<file path="src/rtl/cl_code_table_gen_if.sv">
// Control, status and query bundle for cl_code_table_gen: build start/lens in,
// busy/done/ready/error flags out, per-length count and (length, code) lookup.
interface cl_code_table_gen_if #(
    parameter int NSYM   = 16,
    parameter int LW     = 4,
    parameter int MAXLEN = 8,
    parameter int SYMW   = $clog2(NSYM),
    parameter int CW     = $clog2(NSYM + 1)
);
    logic                 start;
    logic [NSYM*LW-1:0]   lens;
    logic                 busy;
    logic                 done;
    logic                 ready;
    logic                 err_over;
    logic                 err_len;
    logic [LW-1:0]        cnt_len;
    logic [CW-1:0]        cnt_out;
    logic [LW-1:0]        lut_len;
    logic [MAXLEN-1:0]    lut_code;
    logic [SYMW-1:0]      lut_symb;
    logic                 lut_hit;

    modport master (
        output start, lens, cnt_len, lut_len, lut_code,
        input  busy, done, ready, err_over, err_len, cnt_out, lut_symb, lut_hit
    );

    modport slave (
        input  start, lens, cnt_len, lut_len, lut_code,
        output busy, done, ready, err_over, err_len, cnt_out, lut_symb, lut_hit
    );
endinterface

</file>
<file path="src/rtl/cl_code_table_gen.sv">
// Canonical-Huffman code table generator: scans one symbol per cycle per length
// (RFC1951 order), keeps per-length counts and serves a combinational lookup.
module cl_code_table_gen #(
    parameter int NSYM   = 16,
    parameter int LW     = 4,
    parameter int MAXLEN = 8,
    parameter int SYMW   = $clog2(NSYM),
    parameter int CW     = $clog2(NSYM + 1)
) (
    input  logic                clk,
    input  logic                rst,
    cl_code_table_gen_if.slave  bus
);
    localparam logic [LW-1:0]   MAXLEN_L = LW'(MAXLEN);
    localparam logic [LW-1:0]   LEN_ONE  = LW'(1);
    localparam logic [SYMW-1:0] LAST_POS = SYMW'(NSYM - 1);

    typedef enum logic [1:0] {
        S_IDLE,
        S_SCAN,
        S_DONE,
        S_READY
    } state_t;

    state_t              state_q, state_d;
    logic [LW-1:0]       len_q, len_d;
    logic [SYMW-1:0]     pos_q, pos_d;
    logic [MAXLEN:0]     code_q, code_d;
    logic                err_over_q, err_over_d;
    logic                err_len_q, err_len_d;
    logic [CW-1:0]       cnt_q [2**LW];
    logic [CW-1:0]       cnt_d [2**LW];

    logic [LW-1:0]       lens_q [NSYM];
    logic [MAXLEN-1:0]   sym_code_q [NSYM];

    logic                cap_lens;
    logic                wr_code;
    logic                match;
    logic                ovf;
    logic [LW-1:0]       cur_len;
    logic [MAXLEN:0]     code_inc;

    always_comb begin
        state_d    = state_q;
        len_d      = len_q;
        pos_d      = pos_q;
        code_d     = code_q;
        err_over_d = err_over_q;
        err_len_d  = err_len_q;
        cnt_d      = cnt_q;
        cap_lens   = 1'b0;
        wr_code    = 1'b0;
        cur_len    = lens_q[pos_q];
        match      = (state_q == S_SCAN) && (cur_len == len_q);
        ovf        = match && ((code_q >> len_q) != '0);
        code_inc   = code_q + {{MAXLEN{1'b0}}, match};

        unique case (state_q)
            S_IDLE, S_READY: begin
                if (bus.start) begin
                    cap_lens   = 1'b1;
                    state_d    = S_SCAN;
                    len_d      = LEN_ONE;
                    pos_d      = '0;
                    code_d     = '0;
                    err_over_d = 1'b0;
                    err_len_d  = 1'b0;
                    for (int unsigned i = 0; i < 2**LW; i++) begin
                        cnt_d[i] = '0;
                    end
                end
            end
            S_SCAN: begin
                if (match) begin
                    wr_code       = 1'b1;
                    cnt_d[len_q]  = cnt_q[len_q] + 1'b1;
                end
                if (ovf) begin
                    err_over_d = 1'b1;
                end
                if ((len_q == LEN_ONE) && (cur_len > MAXLEN_L)) begin
                    err_len_d = 1'b1;
                end
                // After oversubscription the code stays put; passes continue only for counts and fixed latency.
                if (pos_q == LAST_POS) begin
                    pos_d = '0;
                    len_d = len_q + 1'b1;
                    if (!(err_over_q || ovf)) begin
                        code_d = {code_inc[MAXLEN-1:0], 1'b0};
                    end
                    if (len_q == MAXLEN_L) begin
                        state_d = S_DONE;
                    end
                end else begin
                    pos_d = pos_q + 1'b1;
                    if (!(err_over_q || ovf)) begin
                        code_d = code_inc;
                    end
                end
            end
            S_DONE: begin
                state_d = S_READY;
            end
            default: begin
                state_d = S_IDLE;
            end
        endcase
    end

    always_ff @(posedge clk) begin
        if (rst) begin
            state_q    <= S_IDLE;
            len_q      <= '0;
            pos_q      <= '0;
            code_q     <= '0;
            err_over_q <= 1'b0;
            err_len_q  <= 1'b0;
            for (int unsigned i = 0; i < 2**LW; i++) begin
                cnt_q[i] <= '0;
            end
        end else begin
            state_q    <= state_d;
            len_q      <= len_d;
            pos_q      <= pos_d;
            code_q     <= code_d;
            err_over_q <= err_over_d;
            err_len_q  <= err_len_d;
            cnt_q      <= cnt_d;
        end
    end

    // Table storage carries no reset; lookups are gated by ready instead.
    always_ff @(posedge clk) begin
        if (cap_lens) begin
            for (int unsigned i = 0; i < NSYM; i++) begin
                lens_q[i] <= bus.lens[i*LW +: LW];
            end
        end
        if (wr_code) begin
            sym_code_q[pos_q] <= code_q[MAXLEN-1:0];
        end
    end

    logic [MAXLEN-1:0] lut_mask;
    logic              any_hit;
    logic              multi_hit;
    logic [SYMW-1:0]   hit_sym;
    logic              len_ok;
    logic              table_ready;

    always_comb begin
        lut_mask  = ~({MAXLEN{1'b1}} << bus.lut_len);
        any_hit   = 1'b0;
        multi_hit = 1'b0;
        hit_sym   = '0;
        for (int unsigned i = 0; i < NSYM; i++) begin
            if ((lens_q[i] == bus.lut_len) &&
                (sym_code_q[i] == (bus.lut_code & lut_mask))) begin
                multi_hit = any_hit;
                any_hit   = 1'b1;
                hit_sym   = SYMW'(i);
            end
        end
    end

    assign table_ready  = (state_q == S_DONE) || (state_q == S_READY);
    assign len_ok       = (bus.lut_len != '0) && (bus.lut_len <= MAXLEN_L);

    assign bus.busy     = (state_q == S_SCAN);
    assign bus.done     = (state_q == S_DONE);
    assign bus.ready    = table_ready;
    assign bus.err_over = err_over_q;
    assign bus.err_len  = err_len_q;
    assign bus.cnt_out  = cnt_q[bus.cnt_len];
    assign bus.lut_hit  = table_ready && len_ok && any_hit && !multi_hit;
    assign bus.lut_symb = bus.lut_hit ? hit_sym : '0;
endmodule
</file>
<file path="src/flat_wrapper.sv">
// flat-port wrapper written by rule: the top's interface ports become plain ports
module cl_code_table_gen_flat 
#(
    parameter int NSYM   = 16,
    parameter int LW     = 4,
    parameter int MAXLEN = 8,
    parameter int SYMW   = $clog2(NSYM),
    parameter int CW     = $clog2(NSYM + 1)
)
  (clk, rst, bus_start, bus_lens, bus_cnt_len, bus_lut_len, bus_lut_code, bus_busy, bus_done, bus_ready, bus_err_over, bus_err_len, bus_cnt_out, bus_lut_symb, bus_lut_hit);
  cl_code_table_gen_if #(.NSYM(NSYM), .LW(LW), .MAXLEN(MAXLEN), .SYMW(SYMW), .CW(CW)) bus_i ();
  input  logic clk;
  input  logic rst;
  input wire logic [$bits(bus_i.start)-1:0] bus_start;
  input wire logic [$bits(bus_i.lens)-1:0] bus_lens;
  input wire logic [$bits(bus_i.cnt_len)-1:0] bus_cnt_len;
  input wire logic [$bits(bus_i.lut_len)-1:0] bus_lut_len;
  input wire logic [$bits(bus_i.lut_code)-1:0] bus_lut_code;
  output wire logic [$bits(bus_i.busy)-1:0] bus_busy;
  output wire logic [$bits(bus_i.done)-1:0] bus_done;
  output wire logic [$bits(bus_i.ready)-1:0] bus_ready;
  output wire logic [$bits(bus_i.err_over)-1:0] bus_err_over;
  output wire logic [$bits(bus_i.err_len)-1:0] bus_err_len;
  output wire logic [$bits(bus_i.cnt_out)-1:0] bus_cnt_out;
  output wire logic [$bits(bus_i.lut_symb)-1:0] bus_lut_symb;
  output wire logic [$bits(bus_i.lut_hit)-1:0] bus_lut_hit;
  assign bus_i.start = bus_start;
  assign bus_i.lens = bus_lens;
  assign bus_i.cnt_len = bus_cnt_len;
  assign bus_i.lut_len = bus_lut_len;
  assign bus_i.lut_code = bus_lut_code;
  assign bus_busy = bus_i.busy;
  assign bus_done = bus_i.done;
  assign bus_ready = bus_i.ready;
  assign bus_err_over = bus_i.err_over;
  assign bus_err_len = bus_i.err_len;
  assign bus_cnt_out = bus_i.cnt_out;
  assign bus_lut_symb = bus_i.lut_symb;
  assign bus_lut_hit = bus_i.lut_hit;
  cl_code_table_gen #(.NSYM(NSYM), .LW(LW), .MAXLEN(MAXLEN), .SYMW(SYMW), .CW(CW)) u_core (.clk(clk), .rst(rst), .bus(bus_i));
endmodule
</file>
<file path="config.mk">
export PLATFORM = sky130hd
export DESIGN_NAME = cl_code_table_gen_flat
export DESIGN_NICKNAME = d
export VERILOG_FILES = /design/src/rtl/cl_code_table_gen_if.sv /design/src/rtl/cl_code_table_gen.sv /design/src/flat_wrapper.sv
export SDC_FILE = /design/constraint.sdc
export NUM_CORES = 1
export LEC_CHECK = 0
export CAP_MARGIN = 40
export CORE_MARGIN = 8
export CORE_UTILIZATION = 45
export DETAILED_ROUTE_END_ITERATION = 8
export SYNTH_ARGS = -nofsm -noshare
export SYNTH_HDL_FRONTEND = slang
export SYNTH_SLANG_ARGS = --single-unit
</file>
<file path="constraint.sdc">
create_clock -name clk -period 7.5 [get_ports clk]
set_input_delay 2.25 -clock clk [delete_from_list [all_inputs] [get_ports clk]]
set_output_delay 2.25 -clock clk [all_outputs]
set_load 0.05 [all_outputs]
</file>
==> results of run 1 <==
-- report_power, final --
part	switching [mW]	leakage [nW]	internal (mW)
clock network	0.654	0.554	1.01
logic	0.651	3.85	0.402
registers	0.112	2.74	1.88
total	1.42	7.15	3.30
-- worst paths after layout --
check	cells after the start	slack [ns]	endpoint
worst min register to register	1	0.46	u_core.bus.err_len$_SDFFE_PP0P_
worst min-delay path	1	0.46	u_core.bus.err_len$_SDFFE_PP0P_
worst max-delay path	17	0.09	bus_lut_symb[1]
worst max register to register	13	3.08	u_core.code_q[8]$_SDFFE_PP0P_
-- metrics by stage --
stage | TNS, ns | power (mW)
detailed placement | -1.83 | 3.04
finish | 0 | 4.71
floorplan | 0 | 2.65
CTS | 0 | 4.72
global placement | -1.51 | 3.01
global route | -0.0814 | 4.90
-- routing by layer --
metal  vias to the layer above  share of wire, %  GRT usage, %
met5                         -                 0             0
met4                         0               2.6          6.42
met3                        82               5.6          3.41
met2                       391                51          38.8
met1                      5805                41          27.2
li1                       5452                 -             -
-- area by class of cell --
cell class,instances,area (um^2)
multi-input combinational,927,7500
inverter,16,62.6
sequential,297,7870
clock buffer,45,966
fill,2781,14700
timing repair buffer,254,2450
clock inverter,16,154
tap,455,569
-- worst max-delay path, stage by stage --
cell	delay, ns
sky130_fd_sc_hd__buf_6	0.09
sky130_fd_sc_hd__buf_6	0.13
sky130_fd_sc_hd__o41ai_4	0.35
sky130_fd_sc_hd__clkbuf_16	0.20
sky130_fd_sc_hd__buf_12	0.13
sky130_fd_sc_hd__buf_4	0.12
sky130_fd_sc_hd__xnor2_2	0.12
sky130_fd_sc_hd__nor4_4	0.09
sky130_fd_sc_hd__a211oi_4	0.38
sky130_fd_sc_hd__buf_4	0.19
sky130_fd_sc_hd__a41oi_2	0.14
sky130_fd_sc_hd__nor3_2	0.19
sky130_fd_sc_hd__o31ai_1	0.09
sky130_fd_sc_hd__a21oi_1	0.16
sky130_fd_sc_hd__buf_4	0.16
sky130_fd_sc_hd__o211a_1	0.19
sky130_fd_sc_hd__buf_12	0.14
-- state kept, by name, summed over array words and instances (netlist names), named ones only --
name,cells
u_core.state_q,2
u_core.len_q,4
u_core.cnt_q,80
u_core.sym_code_q,128
u_core.lens_q,64
u_core.pos_q,4
u_core.code_q,9
u_core.bus.err_len,1
u_core.bus.err_over,1
-- timing repair --
item | 4_1_cts | 5_1_grt
pin swaps | 15 | 32
gates resized for setup | 42 | 63
gates cloned | 1 | 1
endpoints found under the setup margin | 5 | 5
setup buffers | 9 | 21
-- logic make-up (layout without fill, tap and decap cells) --
group,Yosys count,after routing
and+or+nand+nor,425,425
DFF,297,297
AOI/OAI and AO/OA,264,264
xor gates and xnor gates,145,145
buffers and inverters,108,331
muxes,78,78
adders and majority gates,15,15
-- cell usage in the layout (no fill, tap or decap), types with 9 or more instances in the layout --
master / netlist / layout
sky130_fd_sc_hd__buf_4: 9 / 133
sky130_fd_sc_hd__nand3_1: 57 / 57
sky130_fd_sc_hd__a21oi_1: 64 / 64
sky130_fd_sc_hd__clkbuf_16: 0 / 39
sky130_fd_sc_hd__a211oi_1: 9 / 9
sky130_fd_sc_hd__mux4_2: 56 / 56
sky130_fd_sc_hd__a221oi_1: 12 / 11
sky130_fd_sc_hd__a32o_1: 9 / 9
sky130_fd_sc_hd__dfxtp_1: 105 / 105
sky130_fd_sc_hd__mux4_1: 12 / 12
sky130_fd_sc_hd__nor2_1: 114 / 114
sky130_fd_sc_hd__and3_1: 40 / 40
sky130_fd_sc_hd__a22oi_1: 19 / 18
sky130_fd_sc_hd__ha_1: 15 / 15
sky130_fd_sc_hd__nor2b_1: 11 / 9
sky130_fd_sc_hd__clkinv_2: 0 / 9
sky130_fd_sc_hd__nand4_1: 15 / 15
sky130_fd_sc_hd__edfxtp_1: 192 / 192
sky130_fd_sc_hd__a31oi_1: 29 / 28
sky130_fd_sc_hd__xnor2_1: 64 / 59
sky130_fd_sc_hd__o21ai_0: 41 / 37
sky130_fd_sc_hd__clkdlybuf4s50_1: 0 / 75
sky130_fd_sc_hd__nor3_1: 24 / 21
sky130_fd_sc_hd__nand2b_1: 24 / 24
sky130_fd_sc_hd__nor4_2: 1 / 13
sky130_fd_sc_hd__buf_6: 3 / 12
sky130_fd_sc_hd__xor2_1: 81 / 81
sky130_fd_sc_hd__mux2i_1: 10 / 10
sky130_fd_sc_hd__buf_12: 1 / 13
sky130_fd_sc_hd__inv_1: 14 / 13
sky130_fd_sc_hd__nand2_1: 72 / 67
==> qor.csv, run 1 <==
metric;value;unit
maximum number of pins on one net before global-route repair;65;
Worst-path clk slew;0.05;ns
kind of start point of the critical path;input pin;
Post-synth ARST share;0;%
initial standard-cell utilization of the core;45.3;%
die boundary height;202;um
biggest area consumer among synthesized cells;sky130_fd_sc_hd__edfxtp_1;
WHS;0.465;ns
final worst clock skew;0.0183;ns
Hold Crit Class;flip-flop to flip-flop;
Worst Path Arrival;5.16;ns
placeable core region;34300;um^2
PortBufs;97;
worst ir drop on vdd;0.000232;V
post-synthesis cell type count;79;
initial antenna violation count;0;
status;completed;
post-synthesis instance total;1332;
cts bufs inserted;34;
Rows;68;
setup violators final;0;
top area cells in the synthesized netlist;sky130_fd_sc_hd__edfxtp_1 (37%), sky130_fd_sc_hd__dfxtp_1 (14%), sky130_fd_sc_hd__mux4_2 (8.1%);
antenna fix cells;0;
total wire length;45300;um
Initial DRT Pass Iterations;7;
number of standard cells in the final layout excluding fillers;2010;
proportion of netlist area held by the largest area contributor;37.2;%
post-detailed-route DRC marker count;0;
adder-cell area share of the yosys netlist;1.21;%
number of enable flip-flop cells after synthesis;192;
Final Cell Area;19600;um^2
clock insertion delay at the later pin of the skew report;0.52;ns
DR vias;11700;
kind of critical path;input pin to output pin;
Post-Place Setup Slack;-0.392;ns
gp weighted congestion;0.886;
Slew HR;40.1;%
crit share post-route;98.8;%
yosys synthesis warning count;0;
Max Cap Violations;0;
final core utilization;57.1;%
routed length per instance;22.5;um
Req. time, crit path;5.25;ns
root cell of the clock tree;sky130_fd_sc_hd__clkbuf_16;
number of clock sinks;297;
number of hold buffers added after cts;0;
drt initial violations;897;
vias in the first global route;11800;
maximum clock insertion buffer count;3;
number of flip-flops and latches in the synthesized netlist;297;
total power density per cell area;241;nW/um^2
post-synthesis sequential area ratio;50.7;%
vias per std cell;5.84;
cell types with the highest counts after synthesis;sky130_fd_sc_hd__edfxtp_1 (192), sky130_fd_sc_hd__nor2_1 (114), sky130_fd_sc_hd__dfxtp_1 (105);
highest attainable clock frequency;135;MHz
HPWL Detailed;32000;um
Slew @ Worst Pin;0.896;ns
first-pass GRT wire length;70000;um
flip-flop cell with the highest count after synthesis;sky130_fd_sc_hd__edfxtp_1;
post-route minimum period;7.41;ns
top-count cell post-synth;sky130_fd_sc_hd__edfxtp_1;
post-synthesis instance area;15500;um^2
All-Layer GR Usage;21.9;%
crit end category;output pin;
Boundary Pins;98;
Cell Area, Placed;17800;um^2
share of the synthesized area in compound gates (AO/OA/AOI/OAI);11.8;%
number of antenna-violating nets in the routed design;0;
final hold vios;0;
placed cell count;1918;
Die Footprint;40700;um^2
post-synthesis mux area share;10.8;%
main combinational cell family by area after synthesis;simple AND/OR/NAND/NOR gates;
Mapped Nets;1430;
total congestion overflow;0;
Area Growth Syn to Fin;26.1;%
number of max-slew violations in the final report;0;
maximum fanout along the worst path;8;
average instance area after synthesis;11.6;um^2
Horiz. Die Dim;202;um
simple logic cell fraction of the synthesized area;14.0;%
number of nets at the end of the flow;1628;
TritonCTS clock tree;built;
fraction of final layout cells sized beyond drive strength 1;23.0;%
Worst Setup Slack, final;0.0934;ns
launching instance or port of the critical path;bus_lut_len[1];
cell leakage power;7.15;nW
hold path start;u_core.bus.err_len$_SDFFE_PP0P_;
XOR/XNOR Fraction of Synth Area;8.18;%
depth of the CTS H-tree;2;
(Power assumes the default switching activity.)
==> inputs of run 2 (changes only) <==
--- a/config.mk
+++ b/config.mk
@@ -5,7 +5,7 @@
 export SDC_FILE = /design/constraint.sdc
 export NUM_CORES = 1
 export LEC_CHECK = 0
-export CAP_MARGIN = 40
+export CAP_MARGIN = 20
 export CORE_MARGIN = 8
 export CORE_UTILIZATION = 45
 export DETAILED_ROUTE_END_ITERATION = 8
==> run 2 against run 1 <==
  * Sequential share of layout area up 0.49 points
  * Final cell count is 0.70% lower
  * Clock skew increased by 0.0095 ns
  * Via count decreased by 0.61%
  * Global-route usage down 0.12 points
  * Power shrank 1.1%
  * Clock-buffer cell count fell by 1
  * Sequential power hardly changed
  * Clock power hardly changed
  * Wire length down 0.79%
  * Die area did not move
  * Critical endpoint is now bus_lut_symb[2]
  * Largest cell class unchanged
==> qor.csv, run 2 (same netlist as run 1, synthesis figures left out) <==
metric;value;unit
initial standard-cell utilization of the core;45.3;%
drt initial violations;788;
destination of the worst register-to-register timing path;u_core.code_q[8]$_SDFFE_PP0P_;
Horiz. Die Dim;202;um
top library cells by usage in the layout, fill and taps aside;sky130_fd_sc_hd__edfxtp_1 (192), sky130_fd_sc_hd__buf_4 (126), sky130_fd_sc_hd__nor2_1 (114), sky130_fd_sc_hd__dfxtp_1 (105), sky130_fd_sc_hd__xor2_1 (80);
number of hold buffers added after cts;0;
Cell Area, Placed;17600;um^2
area of combinational cells with multiple inputs;7490;um^2
maximum clock insertion buffer count;3;
Seq. cell area;7870;um^2
total wire length;45000;um
commonest non-fill, non-tap cell in the layout;sky130_fd_sc_hd__edfxtp_1;
Final Cell Area;19300;um^2
total power density per cell area;241;nW/um^2
number of flip-flops under the largest register name;128;
crit end category;output pin;
Boundary Pins;98;
post-detailed-route DRC marker count;0;
share of power burned in combinational logic;21.8;%
highest attainable clock frequency;136;MHz
share of power burned in the clock network;35.2;%
crit share post-route;98.2;%
Area Growth Syn to Fin;24.6;%
PortBufs;97;
cts bufs inserted;34;
Slew HR;29.3;%
fraction of final layout cells sized beyond drive strength 1;21.7;%
depth of the CTS H-tree;2;
number of max-slew violations in the final report;0;
Worst Path Arrival;5.11;ns
hold depth;1;
DR vias;11700;
placeable core region;34300;um^2
post-route minimum period;7.36;ns
Switch Pwr;1.41;mW
final core utilization;56.4;%
capture endpoint of the worst hold path;u_core.bus.err_len$_SDFFE_PP0P_;
total of fill cells in the finished design;2851;
kind of critical path;input pin to output pin;
hold path start;u_core.bus.err_len$_SDFFE_PP0P_;
vias per std cell;5.84;
maximum number of pins on one net before global-route repair;65;
status;completed;
initial antenna violation count;0;
number of standard cells in the final layout excluding fillers;1996;
routed length per instance;22.5;um
register share of total power;43.0;%
final worst clock skew;0.0277;ns
Req. time, crit path;5.25;ns
Worst-path clk slew;0.05;ns
worst ir drop on vdd;0.000182;V
Total Power;4.66;mW
number of nets at the end of the flow;1615;
TritonCTS clock tree;built;
kind of start point of the critical path;input pin;
Slew @ Worst Pin;1.06;ns
setup violators final;0;
Worst R2R Path Depth;12;
Rows;68;
clock insertion delay at the later pin of the skew report;0.53;ns
share of total power consumed by net switching;30.2;%
number of clock sinks;297;
worst reg2reg setup slack;2.79;ns
die boundary height;202;um
total congestion overflow;0;
gp weighted congestion;0.886;
All-Layer GR Usage;21.8;%
final hold vios;0;
HPWL Detailed;31400;um
vias in the first global route;12000;
largest registers;u_core.sym_code_q (128), u_core.cnt_q (80), u_core.lens_q (64);
antenna fix cells;0;
root cell of the clock tree;sky130_fd_sc_hd__clkbuf_16;
first-pass GRT wire length;69600;um
cell leakage power;7.01;nW
Hold Crit Class;flip-flop to flip-flop;
Initial DRT Pass Iterations;5;
Max Cap Violations;0;
maximum fanout along the worst path;12;
Die Footprint;40700;um^2
number of antenna-violating nets in the routed design;0;
most flop-heavy register;u_core.sym_code_q;
internal power contribution;3.25;mW
placed cell count;1905;
run 2: cell type report:
cell class | count | area share (%)
Sequential cell | 297 | 40.7
Multi-Input combinational cell | 927 | 38.7
Timing Repair Buffer | 241 | 11.6
Clock buffer | 44 | 5.08
Tap cell | 455 | 2.94
Clock inverter | 16 | 0.615
Inverter | 16 | 0.323
run 2: per-layer routing:
| layer | GRT usage (%) | wire length, um | share of wire [%] |
|---|---|---|---|
| met3 | 3.83 | 2560 | 5.7 |
| met1 | 26.3 | 18200 | 40 |
| met5 | 0 | 0 | 0 |
| met2 | 37.8 | 22600 | 50 |
| met4 | 9.18 | 1660 | 3.7 |
run 2: per-stage QoR:
| stage | setup TNS (ns) | hold WS, ns | setup WS (ns) |
|---|---|---|---|
| after floorplan | 0 | 0.433 | 0.0618 |
| after global placement | -1.51 | 0.451 | -0.323 |
| after detailed placement | -1.79 | 0.457 | -0.380 |
| after CTS | 0 | 0.467 | 0.00991 |
| after global routing | -0.0404 | 0.505 | -0.0140 |
| final | 0 | 0.465 | 0.139 |
run 2: worst max path at each step:
stage	to	slack, ns	cells past startpoint	from
after global placement	bus_lut_symb[2]	-0.32	17	bus_lut_len[0]
after CTS	bus_lut_symb[1]	0.01	18	bus_lut_len[2]
after global routing	bus_lut_symb[1]	-0.01	16	bus_lut_code[3]
after floorplan	bus_lut_symb[2]	0.06	12	bus_lut_len[1]
after detailed placement	bus_lut_symb[3]	-0.38	17	bus_lut_len[0]
final	bus_lut_symb[2]	0.14	16	bus_lut_code[3]
run 2: power groups by stage:
| stage | Clock [mW] | Sequential (mW) | Combinational [mW] |
|---|---|---|---|
| after floorplan | 0 | 1.98 | 0.674 |
| after global placement | 0 | 2.04 | 0.975 |
| after detailed placement | 0 | 2.03 | 0.983 |
| final | 1.64 | 2.00 | 1.02 |
| after CTS | 1.67 | 2.00 | 1.00 |
| after global routing | 1.73 | 2.01 | 1.09 |
run 2: timing repair:
item | 4_1_cts | 5_1_grt
cloned | 1 | 0
resized for setup | 45 | 50
endpoints found under the hold margin | 0 | 0
setup endpoints to repair | 5 | 5
setup buffers | 13 | 18
pin swaps | 20 | 32
run 2: critical path: stages:
cell and delay [ns]:
sky130_fd_sc_hd__dlygate4sd2_1 0.30, sky130_fd_sc_hd__buf_6 0.20, sky130_fd_sc_hd__nand2b_1 0.09, sky130_fd_sc_hd__and3_1 0.18
sky130_fd_sc_hd__o21ai_0 0.23, sky130_fd_sc_hd__nor4_2 0.08, sky130_fd_sc_hd__buf_4 0.15, sky130_fd_sc_hd__nand4_1 0.10
sky130_fd_sc_hd__buf_6 0.13, sky130_fd_sc_hd__nand4_1 0.20, sky130_fd_sc_hd__buf_4 0.22, sky130_fd_sc_hd__nor4b_4 0.26
sky130_fd_sc_hd__o211ai_1 0.18, sky130_fd_sc_hd__o311ai_4 0.13, sky130_fd_sc_hd__o311a_4 0.28, sky130_fd_sc_hd__buf_12 0.13
